$ cat src/rtl/reqack_arbiter_n2one_pkg.sv
// Shared constants and helpers for the N-to-1 req/ack arbiter.
package reqack_arbiter_n2one_pkg;

  localparam int SYNC_STAGES_DEF = 2;

  function automatic int clog2(input int n);
    int r;
    r = 1;
    for (int i = 1; i < 31; i++)
      if ((1 << i) < n) r = i + 1;
    return r;
  endfunction

  function automatic int cyc_idx(
    input int base,
    input int off,
    input int n
  );
    return (base + off) % n;
  endfunction

endpackage

$ cat src/rtl/reqack_sync_bit.sv
// Reset-to-0 flop chain synchroniser for one asynchronous bit.
module reqack_sync_bit #(
  parameter int STAGES = 2
) (
  input  logic clk,
  input  logic rst_n,
  input  logic d,
  output logic q
);

  logic [STAGES-1:0] chain;

  always_ff @(posedge clk or negedge rst_n) begin
    if (!rst_n) chain <= '0;
    else        chain <= {chain[STAGES-2:0], d};
  end

  assign q = chain[STAGES-1];

endmodule

$ cat src/rtl/reqack_arbiter_n2one.sv
// Round-robin N-to-1 arbiter for 4-phase req/ack channels.
// Define REQACK_ARB_SRC_ID_EN to add the cons_src source-id output.
module reqack_arbiter_n2one
  import reqack_arbiter_n2one_pkg::*;
#(
  parameter  int NCH         = 4,
  parameter  int DWIDTH      = 8,
  parameter  int SYNC_STAGES = SYNC_STAGES_DEF,
  localparam int SW          = clog2(NCH)
) (
  input  logic                  clk,
  input  logic                  rst_n,
  input  logic [NCH-1:0]        prod_req,
  output logic [NCH-1:0]        prod_ack,
  input  logic [NCH*DWIDTH-1:0] prod_dat,
  output logic                  cons_req,
  input  logic                  cons_ack,
`ifdef REQACK_ARB_SRC_ID_EN
  output logic [SW-1:0]         cons_src,
`endif
  output logic [DWIDTH-1:0]     cons_dat
);

  logic [NCH-1:0]    req_s;
  logic [NCH-1:0]    pend;
  logic [NCH-1:0]    req_i;
  logic [NCH-1:0]    req_d;
  logic [NCH-1:0]    cand;
  logic              ack_s;
  logic              ack_d;
  logic              busy;
  logic              gnt_vld;
  logic [SW-1:0]     gnt_idx;
  logic [SW-1:0]     last_grant;
  logic [DWIDTH-1:0] dat_a [NCH];

  for (genvar i = 0; i < NCH; i++) begin : g_ch
    reqack_sync_bit #(.STAGES(SYNC_STAGES)) u_sync_req (
      .clk   (clk),
      .rst_n (rst_n),
      .d     (prod_req[i]),
      .q     (req_s[i])
    );
    assign dat_a[i] = prod_dat[i*DWIDTH +: DWIDTH];
  end

  reqack_sync_bit #(.STAGES(SYNC_STAGES)) u_sync_ack (
    .clk   (clk),
    .rst_n (rst_n),
    .d     (cons_ack),
    .q     (ack_s)
  );

  // pend keeps a granted request alive until the consumer handshake ends
  assign req_i = req_s | pend;
  assign busy  = |pend;
  assign cand  = req_i & ~prod_ack & {NCH{~busy}};

  always_comb begin
    logic [SW-1:0] ci;
    ci      = '0;
    gnt_vld = 1'b0;
    gnt_idx = '0;
    for (int k = 1; k <= NCH; k++) begin
      ci = SW'(cyc_idx(int'(last_grant), k, NCH));
      if (!gnt_vld && cand[ci]) begin
        gnt_vld = 1'b1;
        gnt_idx = ci;
      end
    end
  end

  always_ff @(posedge clk or negedge rst_n) begin
    if (!rst_n) begin
      prod_ack   <= '0;
      cons_req   <= 1'b0;
      cons_dat   <= '0;
      pend       <= '0;
      req_d      <= '0;
      ack_d      <= 1'b0;
      last_grant <= SW'(NCH-1);
`ifdef REQACK_ARB_SRC_ID_EN
      cons_src   <= '0;
`endif
    end else begin
      req_d <= req_i;
      ack_d <= ack_s;
      if (cons_req && ack_s) cons_req <= 1'b0;
      if (ack_d && !ack_s)   pend     <= '0;
      for (int i = 0; i < NCH; i++)
        if (req_d[i] && !req_i[i]) prod_ack[i] <= 1'b0;
      if (gnt_vld) begin
        cons_req          <= 1'b1;
        cons_dat          <= dat_a[gnt_idx];
        prod_ack[gnt_idx] <= 1'b1;
        pend[gnt_idx]     <= 1'b1;
        last_grant        <= gnt_idx;
`ifdef REQACK_ARB_SRC_ID_EN
        cons_src          <= gnt_idx;
`endif
      end
    end
  end

endmodule
$ cat config.mk
export PLATFORM = sky130hd
export DESIGN_NAME = reqack_arbiter_n2one
export DESIGN_NICKNAME = d
export VERILOG_FILES = /design/src/rtl/reqack_arbiter_n2one_pkg.sv /design/src/rtl/reqack_sync_bit.sv /design/src/rtl/reqack_arbiter_n2one.sv
export SDC_FILE = /design/constraint.sdc
export NUM_CORES = 1
export LEC_CHECK = 0
export CAP_MARGIN = 30
export CORE_MARGIN = 2
export CORE_UTILIZATION = 40
export CTS_BUF_LIST = sky130_fd_sc_hd__clkbuf_4
export DETAILED_ROUTE_END_ITERATION = 10
export HOLD_SLACK_MARGIN = 0.15
export PLACE_DENSITY_LB_ADDON = 0.05
export SLEW_MARGIN = 20
export SYNTH_ARGS = -nofsm -noshare
export SYNTH_HDL_FRONTEND = slang
export SYNTH_SLANG_ARGS = --single-unit
$ cat constraint.sdc
create_clock -name clk -period 1.9 [get_ports clk]
set_input_delay 0.475 -clock clk [delete_from_list [all_inputs] [get_ports clk]]
set_output_delay 0.475 -clock clk [all_outputs]
set_load 0.02 [all_outputs]
==> impl_metrics.yaml <==
run_status:
  status: "finished, final reports clean"
drt:
  drtIter0Drc: 56
  wl_per_cell_um: 15.7
  detail-route-antenna-nets: 0
  vias: 1331
  remaining_drc_errors: 0
  drt_wl_total_um: 4040
  routed_via_density: 5.16
  firstDrtPassIters: 4
synth:
  ys_top_cells_by_area: "dfrtp_1 52%, a211oi_1 6.8%, mux2i_1 5.2%, a21boi_0 3.9%, dfstp_2 3.4%"
  ys_seq_area_frac: 0.550
  ys_ff_latch: 34
  synth_common_cells: "32 x dfrtp_1, 14 x a211oi_1, 11 x nor2_1"
  syn_area_um2: 1550
  synthFlopType: "dfrtp_1"
  yosysWarnings: 0
  synth_edf_count: 0
  synth_top_area_cell: "dfrtp_1"
  yosysUniqueCellTypes: 34
  synthArstFlopShare: 1.00
  synth.most_common_cell: "dfrtp_1"
  synth_top_area_frac: 0.517
  syn-num-nets: 177
  syn_inst: 138
  syn_area_per_cell_um2: 11.2
final_layout:
  final_area_um2: 2420
  area_growth_pct: 56.3
  drive_gt1_frac: 0.238
  num_antenna_cells: 0
  nNetsFinal: 248
global_route:
  grt_use_total: 0.191
  antenna_found_initial: 0
  grt_max_degree: 16
  gr-total-overflow: 0
  grt_pass1_vias: 1327
  grt_pass1_wl_um: 6080
power_and_ir_drop:
  internal_power_mw: 2.38
  netSwitchingPower_mw: 1.43
  vdd_drop_max_v: 0.000716
  sw_frac_of_total: 0.376
  clockPowerShare: 0.178
  p_seq_frac: 0.300
  comb_power_share: 0.522
  leakagePower_nw: 1.09
  powerDensity_nw_per_um2: 1570
critical_path:
  crit_path_end_kind: "flip-flop"
  cp_max_fo: 5
  cp-start-kind: "flip-flop"
  required_ns: 2.16
  cp.arrival_ns: 2.12
  reg2regPathDepth: 6
  critPathKind: "reg2reg"
job:
  drv_cap: 0
timing:
  tightest_slew_ns: 0.520
  setup_viol: 0
  min_period_over_period: 0.983
  relSlewSlack: 0.648
  holdWs_ns: 0.362
  worst_slack_ns: 0.0330
  fin_crit_ns: 1.87
  fmax_ghz: 0.536
  hold_viol_final: 0
  rsz0062_at_grt: "yes"
  report.final.slew_viol_count: 0
  finClkSkew_ns: 0.0110
clock_network:
  cts_tree: "done"
  hold_buffers: 0
  cts_buffers: 5
  clk_path_buf_depth: 2
  cts_htree_levels: 2
  clkSinkCount: 34
  root_buffer: "clkbuf_4"
  path_clk_slew_ns: 0.11
  clkLatencyLatePin_ns: 0.35
floorplan:
  ios: 52
  die_y_um: 66.3
  start_util: 0.420
  dieArea_um2: 4390
  core_um2: 3690
  row_count: 22
  dieWidth_um: 66.3
min_path:
  min_path_cells: 0
  hp-class: "reg2reg"
placement:
  dp_hpwl_um: 3100
  numPortBuffers: 51
  place_ws_ns: 0.0159
  routabilityCongestion: 0.903
  dpl_cell_area_um2: 2240
-- power groups by stage --
stage / clock [mW] / sequential [mW] / combinational, mW
3_5_place_dp: 0 / 1.17 / 1.84
5_1_grt: 0.713 / 1.18 / 2.13
3_3_place_gp: 0 / 1.16 / 1.79
4_1_cts: 0.681 / 1.16 / 1.85
6_report: 0.677 / 1.14 / 1.99
2_1_floorplan: 0 / 1.28 / 0.973
-- cell families (layout without fill, tap and decap cells) --
kind of cell | Yosys count | count (layout) | synth area share
compound gates | 45 | 45 | 0.231
buf+inv | 16 | 88 | 0.0533
simple gates | 35 | 35 | 0.114
mux | 8 | 8 | 0.0517
flops | 34 | 34 | 0.550
-- per-stage QoR --
| stage | setup TNS (ns) | total power, mW | utilization | cells |
|---|---|---|---|---|
| after floorplan | -0.00554 | 2.25 | - | 138 |
| after global placement | 0 | 2.95 | 0.608 | 247 |
| after detailed placement | 0 | 3.01 | 0.608 | 247 |
| after CTS | 0 | 3.68 | 0.637 | 255 |
| after global routing | -0.165 | 4.03 | 0.657 | 258 |
| final | 0 | 3.81 | 0.657 | 258 |
-- registers in the layout, indices dropped and copies added, names as in the netlist --
signal / flops
ack_d: 1
cons_dat: 8
cons_req: 1
g_ch.u_sync_req.chain: 8
last_grant: 2
pend: 4
prod_ack: 4
req_d: 4
u_sync_ack.chain: 2
-- critical path, stage by stage, from the launching register on --
cell	delay, ns
dfrtp_1	0.40
or4_4	0.55
buf_4	0.16
a21o_1	0.17
buf_4	0.17
mux2i_1	0.12
a211oi_1	0.21
-- timing repair --
| item | CTS | global route |
|---|---|---|
| gates resized for setup | 0 | 14 |
| hold endpoints to repair | 0 | 0 |
| pin swaps | 1 | 7 |
| setup endpoints to repair | 1 | 15 |
| setup buffers | 0 | 3 |
-- placed cells by master, fill, tap and decap left out, types with 3 or more instances in the layout --
master | netlist | routed
a211oi_1 | 14 | 9
inv_1 | 9 | 9
clkbuf_4 | 0 | 5
a21boi_0 | 8 | 8
o21ai_0 | 6 | 6
clkdlybuf4s50_1 | 0 | 48
dfrtp_1 | 32 | 31
nor2_1 | 11 | 11
mux2i_1 | 8 | 7
a22o_1 | 4 | 4
nand2b_1 | 4 | 3
nand2_1 | 10 | 10
dlymetal6s2s_1 | 0 | 3
a211oi_2 | 2 | 7
buf_4 | 1 | 19
-- metal layers --
| layer | global-route usage | wire [µm] | vias to the layer above |
|---|---|---|---|
| met2 | 0.328 | 2070 | 33 |
| li1 | - | - | 641 |
| met4 | 0.0816 | 59 | 0 |
| met3 | 0.0477 | 178 | 7 |
| met5 | 0 | 0 | - |
| met1 | 0.224 | 1730 | 650 |
-- worst paths after layout --
| path | startpoint | end | slack, ns |
|---|---|---|---|
| max reg2reg | pend[0]$_DFF_PN0_ | cons_dat[5]$_DFFE_PN0N_ | 0.03 |
| max | pend[0]$_DFF_PN0_ | cons_dat[5]$_DFFE_PN0N_ | 0.03 |
| min in group asynchronous | rst_n | cons_req$_DFFE_PN0P_ | 0.41 |
| max in group asynchronous | rst_n | g_ch[1].u_sync_req.chain[1]$_DFF_PN0_ | 0.97 |
| min | g_ch[0].u_sync_req.chain[0]$_DFF_PN0_ | g_ch[0].u_sync_req.chain[1]$_DFF_PN0_ | 0.36 |
| min reg2reg | g_ch[0].u_sync_req.chain[0]$_DFF_PN0_ | g_ch[0].u_sync_req.chain[1]$_DFF_PN0_ | 0.36 |
-- final cells by class --
type / count / area (µm²)
Fill cell: 315 / 1260
Sequential cell: 34 / 855
Multi-Input combinational cell: 88 / 688
Timing Repair Buffer: 71 / 681
Clock inverter: 3 / 68.8
Tap cell: 48 / 60.1
Clock buffer: 5 / 37.5
Inverter: 9 / 33.8
Power figures use the tool's default switching activity.
